File: src/rtl/aes_pkg.sv
// Shared AES definitions: controller state encoding, round-constant values
// and the GF(2^8) xtime helper used by both the key schedule and MixColumns.
`default_nettype none

package aes_pkg;

  typedef enum logic [2:0] {
    ST_IDLE  = 3'd0,
    ST_INIT  = 3'd1,
    ST_SUB   = 3'd2,
    ST_ROUND = 3'd3,
    ST_DONE  = 3'd4
  } ctrl_state_t;

  localparam logic [7:0] RCON_INIT = 8'h01;
  localparam logic [7:0] RCON_POLY = 8'h1B;
  localparam int unsigned ROUND_W  = 4;

  // Multiply by x in GF(2^8), reducing modulo x^8 + x^4 + x^3 + x + 1.
  function automatic logic [7:0] xtime(input logic [7:0] x);
    return {x[6:0], 1'b0} ^ (x[7] ? RCON_POLY : 8'h00);
  endfunction

endpackage

`default_nettype wire

File: src/rtl/aes_round_ctrl_rcon_gen.sv
// Round-constant register: reloads to 01 at the start of a run and steps
// through xtime once per completed non-final round.
`default_nettype none

module rcon_gen
  import aes_pkg::*;
(
  input  logic       clk,
  input  logic       reset_n,
  input  logic       init_i,
  input  logic       advance_i,
  output logic [7:0] rcon_o
);

  logic [7:0] rcon_q;
  logic [7:0] rcon_d;

  always_comb begin
    rcon_d = rcon_q;
    if (init_i) begin
      rcon_d = RCON_INIT;
    end else if (advance_i) begin
      rcon_d = xtime(rcon_q);
    end
  end

  always_ff @(posedge clk or negedge reset_n) begin
    if (!reset_n) begin
      rcon_q <= RCON_INIT;
    end else begin
      rcon_q <= rcon_d;
    end
  end

  assign rcon_o = rcon_q;

endmodule

`default_nettype wire

File: src/rtl/aes_round_ctrl.sv
// AES-128 round sequencer: INIT, then NR pairs of S-box read (SUB) and commit
// (ROUND) cycles, then DONE. All outputs are registered Moore outputs.
`default_nettype none

module aes_round_ctrl
  import aes_pkg::*;
#(
  parameter int NR = 10
) (
  input  logic                clk,
  input  logic                reset_n,
  input  logic                load,
  output logic                busy,
  output logic                done,
  output logic                sel_init,
  output logic                state_en,
  output logic                sub_req,
  output logic                shift_en,
  output logic                mix_en,
  output logic                key_en,
  output logic [7:0]          rcon,
  output logic [ROUND_W-1:0]  round
);

  localparam logic [ROUND_W-1:0] NR_L = ROUND_W'(NR);

  logic [1:0]         rst_sync_q;
  logic               rst_n_int;
  ctrl_state_t        state_q;
  logic               load_q;
  logic [ROUND_W-1:0] round_q;
  logic               busy_q;
  logic               done_q;
  logic               sel_init_q;
  logic               state_en_q;
  logic               sub_req_q;
  logic               shift_en_q;
  logic               mix_en_q;
  logic               key_en_q;
  logic               start;
  logic               accept;
  logic               rcon_adv;

  // Reset asserts asynchronously but releases only on a clock edge.
  always_ff @(posedge clk or negedge reset_n) begin
    if (!reset_n) begin
      rst_sync_q <= 2'b00;
    end else begin
      rst_sync_q <= {rst_sync_q[0], 1'b1};
    end
  end

  assign rst_n_int = rst_sync_q[1];

  assign start    = load & ~load_q;
  assign accept   = start & ((state_q == ST_IDLE) || (state_q == ST_DONE));
  assign rcon_adv = (state_q == ST_ROUND) && (round_q != NR_L);

  always_ff @(posedge clk or negedge rst_n_int) begin
    if (!rst_n_int) begin
      state_q    <= ST_IDLE;
      load_q     <= 1'b0;
      round_q    <= '0;
      busy_q     <= 1'b0;
      done_q     <= 1'b0;
      sel_init_q <= 1'b0;
      state_en_q <= 1'b0;
      sub_req_q  <= 1'b0;
      shift_en_q <= 1'b0;
      mix_en_q   <= 1'b0;
      key_en_q   <= 1'b0;
    end else begin
      load_q     <= load;
      sel_init_q <= 1'b0;
      state_en_q <= 1'b0;
      sub_req_q  <= 1'b0;
      shift_en_q <= 1'b0;
      mix_en_q   <= 1'b0;
      key_en_q   <= 1'b0;
      case (state_q)
        ST_IDLE, ST_DONE: begin
          if (accept) begin
            state_q    <= ST_INIT;
            round_q    <= '0;
            busy_q     <= 1'b1;
            done_q     <= 1'b0;
            sel_init_q <= 1'b1;
            state_en_q <= 1'b1;
            key_en_q   <= 1'b1;
          end
        end
        ST_INIT: begin
          state_q   <= ST_SUB;
          round_q   <= ROUND_W'(1);
          sub_req_q <= 1'b1;
        end
        ST_SUB: begin
          state_q    <= ST_ROUND;
          state_en_q <= 1'b1;
          shift_en_q <= 1'b1;
          key_en_q   <= 1'b1;
          mix_en_q   <= (round_q != NR_L);
        end
        ST_ROUND: begin
          if (round_q == NR_L) begin
            state_q <= ST_DONE;
            busy_q  <= 1'b0;
            done_q  <= 1'b1;
          end else begin
            state_q   <= ST_SUB;
            round_q   <= round_q + ROUND_W'(1);
            sub_req_q <= 1'b1;
          end
        end
        default: begin
          state_q <= ST_IDLE;
          busy_q  <= 1'b0;
          done_q  <= 1'b0;
        end
      endcase
    end
  end

  rcon_gen u_rcon_gen (
    .clk       (clk),
    .reset_n   (rst_n_int),
    .init_i    (accept),
    .advance_i (rcon_adv),
    .rcon_o    (rcon)
  );

  assign busy     = busy_q;
  assign done     = done_q;
  assign sel_init = sel_init_q;
  assign state_en = state_en_q;
  assign sub_req  = sub_req_q;
  assign shift_en = shift_en_q;
  assign mix_en   = mix_en_q;
  assign key_en   = key_en_q;
  assign round    = round_q;

endmodule

`default_nettype wire
File: config.mk
export PLATFORM = sky130hd
export DESIGN_NAME = aes_round_ctrl
export DESIGN_NICKNAME = d
export VERILOG_FILES = /design/src/rtl/aes_pkg.sv /design/src/rtl/aes_round_ctrl_rcon_gen.sv /design/src/rtl/aes_round_ctrl.sv
export SDC_FILE = /design/constraint.sdc
export NUM_CORES = 1
export LEC_CHECK = 0
export CORE_MARGIN = 2
export CORE_UTILIZATION = 64
export DETAILED_ROUTE_END_ITERATION = 7
export DONT_BUFFER_PORTS = 1
export GPL_TIMING_DRIVEN = 0
export HOLD_SLACK_MARGIN = 0.05
export PLACE_DENSITY = 0.77
export RECOVER_POWER = 50
export SLEW_MARGIN = 10
export SYNTH_ARGS = -nofsm -noshare
export SYNTH_HDL_FRONTEND = slang
export SYNTH_SLANG_ARGS = --single-unit
File: constraint.sdc
create_clock -name clk -period 1.6 [get_ports clk]
set_input_delay 0.32 -clock clk [delete_from_list [all_inputs] [get_ports clk]]
set_output_delay 0.32 -clock clk [all_outputs]
set_load 0.01 [all_outputs]
==> impl_metrics.toml, run 1 <==
[outcome]
status = "finished clean"

[worst_setup_path]
reg2reg_depth = 6
worstSetupPathType = "register to register"
start_kind = "register"
cp_max_fo = 10
cp.required_ns = 1.78
arrival_ns = 1.75
crit_path_end_kind = "register"

[power_and_ir_drop]
power_mw = 2.49
ir_drop_v = 0.00103
power.density_nw_per_um2 = 1990
power.leakage_nw = 0.554

[global_route]
grt-ovfl-total = 0
grt_use_total = 0.233
grt_pass1_vias = 760
grt_pass1_wl_um = 3500
grt_max_degree = 24
antenna_found_initial = 0

[yosys]
ys_seq_area_frac = 0.550
synth-async-reset-ratio = 1.00
synth_cell_types = 36
ys_seq_elements = 25
synth_edf_count = 0
yosys_warnings = 0
yosysTopAreaCellShare = 0.527
synthesis.nets = 111
syn_inst = 106
synth_largest_area_cell = "dfrtp_1"
synth-main-ff-cell = "dfrtp_1"
synth_top_cells_by_area = "dfrtp_1 (53%), nand3_1 (5.7%), a21oi_1 (4.0%), o21ai_0 (3.5%), dfstp_2 (2.3%)"
synth.avg_cell_area_sq_um = 10.8
syn_area_sq_um = 1140

[sta]
fin_hold_ws_ns = 0.220
hold_viol = 0
max-slew-margin-rel = 0.400
drv_slew = 0
fin_crit_sh = 0.982
finalSetupViolations = 0
rsz0062_at_grt = "true"
max_freq_mhz = 637
finalCriticalPeriod_ns = 1.57
worstMarginPinSlew_ns = 0.900
fin_skew_ns = 0.00177

[routing]
vias_per_cell = 6.11
routedWlPerCell_um = 16.5
wl_um = 2290
drtPass1Iterations = 4
vias = 849
drc_errors = 0
detail-route-antenna-nets = 0
initialDrtViolationCount = 15

[finish]
area_delta_synth_final_pct = 10.2
n_antenna_cell = 0
final_cell_mix = "dfrtp_1 (21), nand3_1 (13), a21oi_1 (9)"
multi_input_area_sq_um = 449
nNetsFinal = 120
regArea_sq_um = 631
fillers = 119
final_common_cell = "dfrtp_1"
drive_above_1_share = 0.175

[flow_run]
maxCapViolCount = 0

[placed_design]
gp_congestion = 0.861
io_buffers = 0
dp.final_hpwl_um = 1480

[die]
initial_utilization = 0.667
core_sq_um = 1710
die_y_um = 46.2
die-area_sq_um = 2130
pin_count = 23
die_w_um = 46.2
rows = 15

[cts]
cts.sinks = 25
cts-root-buf = "clkbuf_4"
clk_latency_ns = 0.31
tritoncts = "built"
cts_made_buffers = 3
cts-htree-levels = 1
clk_pin_slew_worst_paths_ns = 0.13
cts_max_path_buffers = 2

[worst_hold_path]
hold_class = "primary input to async pin"
## final timing paths
check | start | slack [ns] | endpoint
max | round[0] | 0.03 | done
min | reset_n | 0.22 | rst_sync_q[0]
max reg2reg | round[0] | 0.03 | done
min reg2reg | rst_sync_q[0] | 0.37 | rst_sync_q[1]
max in group asynchronous | rst_sync_q[1] | 0.61 | round[0]
min in group clk | load | 0.26 | state_q[2]
## power breakdown
part	internal (mW)	total [mW]	leakage (nW)	switching, mW
Combinational	0.448	0.951	0.239	0.504
Clock	0.0932	0.272	0.0177	0.179
Sequential	0.902	1.27	0.297	0.369
Total	1.44	2.49	0.554	1.05
## cell families (layout without fill, tap and decap cells)
family / count (synthesis) / count (layout) / share of synthesized area
xor gates and xnor gates: 3 / 3 / 0.0231
muxes: 1 / 1 / 0.00878
and+or+nand+nor: 33 / 33 / 0.169
DFF: 25 / 25 / 0.550
adders and majority gates: 2 / 2 / 0.0220
other: 1 / 1 / 0.00329
AOI/OAI and AO/OA: 29 / 29 / 0.162
buffers and inverters: 12 / 20 / 0.0615
## per-stage QoR
stage | std cells | setup WS, ns | TNS [ns] | instance area (sq um) | util
final | 139 | 0.0296 | 0 | 1260 | 0.736
after global routing | 139 | -0.0120 | -0.0180 | 1260 | 0.736
after CTS | 137 | 0.0187 | 0 | 1230 | 0.718
after detailed placement | 131 | -0.146 | -1.15 | 1170 | 0.686
after global placement | 131 | -0.109 | -0.656 | 1170 | 0.686
after floorplan | 106 | 0.140 | 0 | 1140 | -
## routing by layer
layer	part of all wire	GRT usage
met1	0.45	0.348
met2	0.50	0.322
met3	0.046	0.0510
met4	0.0078	0.0971
met5	0	0
## registers in the layout (all words and copies together), names as in the netlist
signal / cells
shift_en: 1
load_q: 1
key_en: 1
rst_sync_q: 2
u_rcon_gen.rcon_o: 8
busy: 1
sub_req: 1
state_q: 3
done: 1
round: 4
sel_init: 1
mix_en: 1
## Yosys cell counts (all sizes together) (2+ instances only)
| master | number |
|---|---|
| dfrtp | 24 |
| nand3 | 13 |
| o21ai | 10 |
| a21oi | 9 |
| clkbuf | 5 |
| nand2 | 4 |
| a311oi | 3 |
| buf | 3 |
| inv | 3 |
| nor2 | 3 |
| xnor2 | 3 |
| and3b | 2 |
| ha | 2 |
| nand2b | 2 |
| nand3b | 2 |
## area by class of cell
class	count	area share
Buffer	8	0.0438
Clock buffer	3	0.0179
Clock inverter	1	0.00398
Inverter	4	0.0219
Multi-Input combinational cell	69	0.358
Sequential cell	25	0.502
Tap cell	25	0.0249
Timing Repair Buffer	4	0.0279
## repair_timing
| item | in CTS | in global routing |
|---|---|---|
| buffers inserted | 0 | 2 |
| hold buffers | 2 | 0 |
| endpoints found under the setup margin | 14 | 13 |
| resized for setup | 5 | 11 |
| endpoints found under the hold margin | 3 | 0 |
| pin swaps | 0 | 1 |
## critical path: stages (launching register included)
cell,delay [ns]
dfrtp_2,0.47
inv_1,0.06
ha_1,0.23
and3b_2,0.26
buf_6,0.15
a31oi_1,0.17
o21ai_0,0.11
Note: power is estimated with default switching activity, not from simulation.
==> run 2, diff against run 1 <==
--- a/config.mk
+++ b/config.mk
@@ -5,6 +5,7 @@
 export SDC_FILE = /design/constraint.sdc
 export NUM_CORES = 1
 export LEC_CHECK = 0
+export ABC_AREA = 1
 export CORE_MARGIN = 2
 export CORE_UTILIZATION = 64
 export DETAILED_ROUTE_END_ITERATION = 7
==> run 2 against run 1 <==
Net effect: sequential cell count unchanged; sequential power fell by 13%; count of clock-buffer cells in the layout unchanged; synthesized cell count grew 10%; clock skew increased by 0.0029 ns; routed wire length shrank 24%; highest routed layer unchanged.
==> impl_metrics.toml, run 2 <==
[worst_setup_path]
arrival_ns = 1.69
start_kind = "register"
cpMaxStageDelayCell = "dfrtp_1"
cpMostUsedCell = "nand2_1"
cp.required_ns = 1.86
cp_max_fo = 6
worstSetupPathType = "register to register"
path_cells = "inv_1, ha_1, nand2_1, o21ai_1, nand2_1, inv_2, nand2_1, nand2_1"
crit_path_end_kind = "register"
slowest_delay_ns = 0.48

[finish]
largest_reg_flops = 8
drive_above_1_share = 0.138
postLayoutCellArea_sq_um = 1150
fillers = 126
n_antenna_cell = 0
area_delta_synth_final_pct = 6.51
final_util = 0.744
final_cell_mix = "nand2_1 (36), dfrtp_1 (24), inv_1 (12)"
nNetsFinal = 129
final_cells = 139
final_common_cell = "nand2_1"

[sta]
fin_skew_ns = 0.00466
drv_slew = 0
rsz0062_at_grt = "false"
fin_hold_ws_ns = 0.209
setup_ws_ns = 0.166
finalSetupViolations = 0
max_freq_mhz = 697
max-slew-margin-rel = 0.423
hold_viol = 0
fin_crit_sh = 0.896
finalSetupTns_ns = 0
worstMarginPinSlew_ns = 0.865
finalCriticalPeriod_ns = 1.43

[power_and_ir_drop]
switching_share = 0.421
power_mw = 1.97
p_int_mw = 1.14
pwr-share-comb = 0.304
pwr-share-seq = 0.557
power.leakage_nw = 0.632
clockPowerShare = 0.139
ir_drop_v = 0.00113
power.density_nw_per_um2 = 1720
p_sw_uw = 827

[yosys]
yosys_warnings = 0
synth_top_cells_by_area = "dfrtp_1 (56%), nand2_1 (13%), nand3_1 (4.2%), inv_1 (4.2%), nor2_1 (3.5%)"
synth_cell_types = 21
synth-main-ff-cell = "dfrtp_1"
synth_largest_area_cell = "dfrtp_1"
synth.avg_cell_area_sq_um = 9.20
synth-async-reset-ratio = 1.00
ys_seq_area_frac = 0.583
post-synth-top-count-cell = "nand2_1"
syn_inst = 117
syn_area_sq_um = 1080
yosys-top-cells-count = "nand2_1 (37), dfrtp_1 (24), inv_1 (12)"
synth_edf_count = 0
ys_seq_elements = 25
yosysTopAreaCellShare = 0.558
synthesis.nets = 122

[placed_design]
dp.final_hpwl_um = 1320
io_buffers = 0
gp_congestion = 0.837
dp_cells = 133
dp_slack_ns = 0.113
dpl_cell_area_sq_um = 1100

[routing]
routed-wl-met3_um = 104
highest_layer = "met4"
initialDrtViolationCount = 15
drtPass1Iterations = 4
routedWlPerCell_um = 12.6
vias = 763
wl_um = 1750
vias_per_cell = 5.49
detail-route-antenna-nets = 0
wl_met2_um = 872
drc_errors = 0
wl_met1_um = 755

[cts]
cts-htree-levels = 1
cts_made_buffers = 3
cts-root-buf = "clkbuf_4"
cts_max_path_buffers = 2
cts.sinks = 25
tritoncts = "built"
clk_pin_slew_worst_paths_ns = 0.13
clk_latency_ns = 0.31

[die]
die_w_um = 45.0
rows = 14
die_y_um = 45.0
die-area_sq_um = 2030
pin_count = 23
initial_utilization = 0.698
core_sq_um = 1540

[global_route]
grt_max_degree = 24
grt-ovfl-total = 0
grt_pass1_vias = 720
grt_pass1_wl_um = 2970
antenna_found_initial = 0
grt_use_total = 0.208

[outcome]
status = "finished clean"

[flow_run]
maxCapViolCount = 0

[worst_hold_path]
hold_class = "primary input to async pin"
run 2: changes by cell type after synthesis, moves of 5 or more:
cell	change
nor2_1	+7
nand2_1	+33
a21oi_1	-9
inv_1	+9
clkbuf_1	-5
run 2: area by class of cell:
class | instances | area (sq um) | area share
repair buffers | 2 | 20.0 | 0.0175
well taps | 16 | 20.0 | 0.0175
clock inverters | 1 | 7.51 | 0.00655
multi-input cells | 76 | 378 | 0.330
clock buffers | 3 | 22.5 | 0.0197
flip-flops and latches | 25 | 627 | 0.547
plain buffers | 2 | 18.8 | 0.0164
inverters | 14 | 52.6 | 0.0459
run 2: routing by layer:
layer,GRT usage,vias up
met2,0.351,23
met4,0.0882,0
li1,-,370
met1,0.262,366
met3,0.0360,4
met5,0,-
run 2: path summary, 6_finish.rpt:
kind | end | slack (ns) | start | cells past startpoint
setup reg to reg | u_rcon_gen.rcon_o[6] | 0.17 | round[0] | 8
hold reg to reg | busy | 0.37 | rst_sync_q[1] | 0
max in group asynchronous | u_rcon_gen.rcon_o[7] | 0.70 | rst_sync_q[1] | 0
min in group clk | state_q[2] | 0.21 | load | 3
hold / removal | rst_sync_q[0] | 0.21 | reset_n | 1
setup / recovery | u_rcon_gen.rcon_o[6] | 0.17 | round[0] | 8
run 2: power by group through the flow:
stage                     sequential, mW  clock [mW]  combinational (mW)
after CTS                           1.10       0.278               0.603
after detailed placement            1.11           0               0.595
final                               1.10       0.273               0.598
after floorplan                     1.07           0               0.496
after global placement              1.11           0               0.573
after global routing                1.13       0.301               0.688
run 2: kinds of logic (layout without fill, tap and decap cells):
logic type	Yosys count	count (layout)	synth area share
simple gates	64	64	0.272
flops	25	25	0.583
buf+inv	16	22	0.0663
compound gates	7	7	0.0360
fa+ha+maj	2	2	0.0233
xor+xnor	2	2	0.0163
other cells	1	1	0.00349
run 2: worst max-delay path, delay by kind of cell, from the launching register on:
| family | cells | cell delay [ns] |
|---|---|---|
| AO/OA/AOI/OAI | 1 | 0.14 |
| flip-flops | 1 | 0.48 |
| buffers and inverters | 2 | 0.26 |
| adder cells (fa/ha/maj) | 1 | 0.18 |
| AND/OR/NAND/NOR | 4 | 0.32 |
run 2: what timing repair did:
item,in CTS,in global routing
endpoints found under the hold margin,3,0
gates resized for setup,0,2
hold buffers,2,0
setup endpoints to repair,0,11
setup buffers,0,0
==> run 3, diff against run 2 <==
--- a/config.mk
+++ b/config.mk
@@ -10,7 +10,6 @@
 export CORE_UTILIZATION = 64
 export DETAILED_ROUTE_END_ITERATION = 7
 export DONT_BUFFER_PORTS = 1
-export GPL_TIMING_DRIVEN = 0
 export HOLD_SLACK_MARGIN = 0.05
 export PLACE_DENSITY = 0.77
 export RECOVER_POWER = 50
==> run 3 against run 2 <==
Net effect: power grew 1.4%; final area up 0.66%; clock power is 1% higher; final cell count up 1.4%; largest cell class unchanged; highest routed layer unchanged.
==> impl_metrics.toml, run 3 (synthesized netlist as in run 2, its figures left out) <==
[outcome]
status = "finished clean"

[placed_design]
dp_slack_ns = 0.226
dp_cells = 135
dpl_cell_area_sq_um = 1110
gp_congestion = 0.886
io_buffers = 0
dp.final_hpwl_um = 1350

[routing]
drc_errors = 0
routed-wl-met3_um = 111
highest_layer = "met4"
initialDrtViolationCount = 21
wl_met1_um = 789
wl_met2_um = 891
vias_per_cell = 5.48
routedWlPerCell_um = 13.0
drtPass1Iterations = 4
vias = 772
wl_um = 1830
detail-route-antenna-nets = 0

[worst_setup_path]
startpoint = "round[0]"
cp.required_ns = 1.80
cpMaxStageDelayCell = "dfrtp_1"
path_buf_inv = 1
cp.depth = 7
path_delay_family = "simple AND/OR/NAND/NOR gates"
r2r_start = "round[0]"
cp_max_fo = 7
reg2reg_depth = 7
arrival_ns = 1.61
reg2reg_to = "u_rcon_gen.rcon_o[2]"
reg2reg_slack_ns = 0.19
start_kind = "register"
endpoint = "u_rcon_gen.rcon_o[2]"
slowest_delay_ns = 0.40
path_cells = "inv_1, ha_1, nand2_1, nor2_1, nor2_4, nand2_1, o21ai_0"
cpMostUsedCell = "nand2_1"
crit_path_end_kind = "register"
worstSetupPathType = "register to register"

[die]
die-area_sq_um = 2030
die_y_um = 45.0
core_sq_um = 1540
rows = 14
die_w_um = 45.0
pin_count = 23
initial_utilization = 0.698

[sta]
fin_hold_ws_ns = 0.177
max-slew-margin-rel = 0.556
setup_ws_ns = 0.189
fin_skew_ns = 0.00315
max_freq_mhz = 709
rsz0062_at_grt = "false"
worstMarginPinSlew_ns = 0.667
fin_crit_sh = 0.882
drv_slew = 0
finalSetupViolations = 0
hold_viol = 0
finalCriticalPeriod_ns = 1.41
finalSetupTns_ns = 0

[finish]
largest_reg_flops = 8
n_antenna_cell = 0
fillers = 106
final_util = 0.748
final_common_cell = "nand2_1"
final_cells = 141
final_cell_mix = "nand2_1 (37), dfrtp_1 (24), inv_1 (12)"
regArea_sq_um = 627
drive_above_1_share = 0.136
nNetsFinal = 131
multi_input_area_sq_um = 378
area_delta_synth_final_pct = 7.21
postLayoutCellArea_sq_um = 1150

[cts]
cts_max_path_buffers = 2
clk_latency_ns = 0.32
cts-htree-levels = 1
cts_made_buffers = 3
cts-root-buf = "clkbuf_4"
cts.sinks = 25
tritoncts = "built"
clk_pin_slew_worst_paths_ns = 0.13
cts_setup_buffers = 0

[power_and_ir_drop]
power.leakage_nw = 0.638
ir_drop_v = 0.000967
power_mw = 1.99
power.density_nw_per_um2 = 1730

[global_route]
grt_pass1_vias = 753
grt-ovfl-total = 0
grt_use_total = 0.223
grt_pass1_wl_um = 3210
antenna_found_initial = 0
grt_max_degree = 16

[flow_run]
maxCapViolCount = 0

[worst_hold_path]
hold_class = "register to async pin"
[run 3: how the worst min path moves through the flow]
stage / start / endpoint / slack, ns / cells past startpoint
after floorplan: reset_n / rst_sync_q[0] / 0.02 / 0
after global placement: reset_n / rst_sync_q[0] / 0.02 / 0
after detailed placement: reset_n / rst_sync_q[1] / 0.02 / 0
after CTS: load / state_q[2] / 0.18 / 3
after global routing: reset_n / rst_sync_q[0] / 0.21 / 1
final: rst_sync_q[1] / u_rcon_gen.rcon_o[6] / 0.18 / 0
[run 3: report_power, final]
group          leakage (nW)  switching (mW)  internal (mW)
clock                0.0139           0.182         0.0956
combinational         0.304           0.423          0.218
sequential            0.320           0.244          0.832
total                 0.638           0.848           1.15
[run 3: cell type report]
cell class,count,area share
Clock inverter,1,0.00651
Clock buffer,3,0.0195
Inverter,14,0.0456
Tap cell,16,0.0174
Multi-Input combinational cell,76,0.328
Timing Repair Buffer,6,0.0401
Sequential cell,25,0.543
[run 3: worst reg2reg max path: cells and delay by family (launching register included)]
| kind | cells | cell delay [ns] |
|---|---|---|
| simple gates | 4 | 0.54 |
| buf+inv | 1 | 0.08 |
| flops | 1 | 0.40 |
| compound gates | 1 | 0.10 |
| fa+ha+maj | 1 | 0.17 |
[run 3: repair_timing]
item,4_1_cts,5_1_grt
endpoints found under the hold margin,3,0
hold buffers,2,0
gates resized for setup,0,0
[run 3: layer usage]
| metal | vias to the layer above | track usage |
|---|---|---|
| met2 | 30 | 0.366 |
| met4 | 0 | 0.106 |
| li1 | 381 | - |
| met1 | 356 | 0.287 |
| met3 | 5 | 0.0400 |
| met5 | - | 0 |
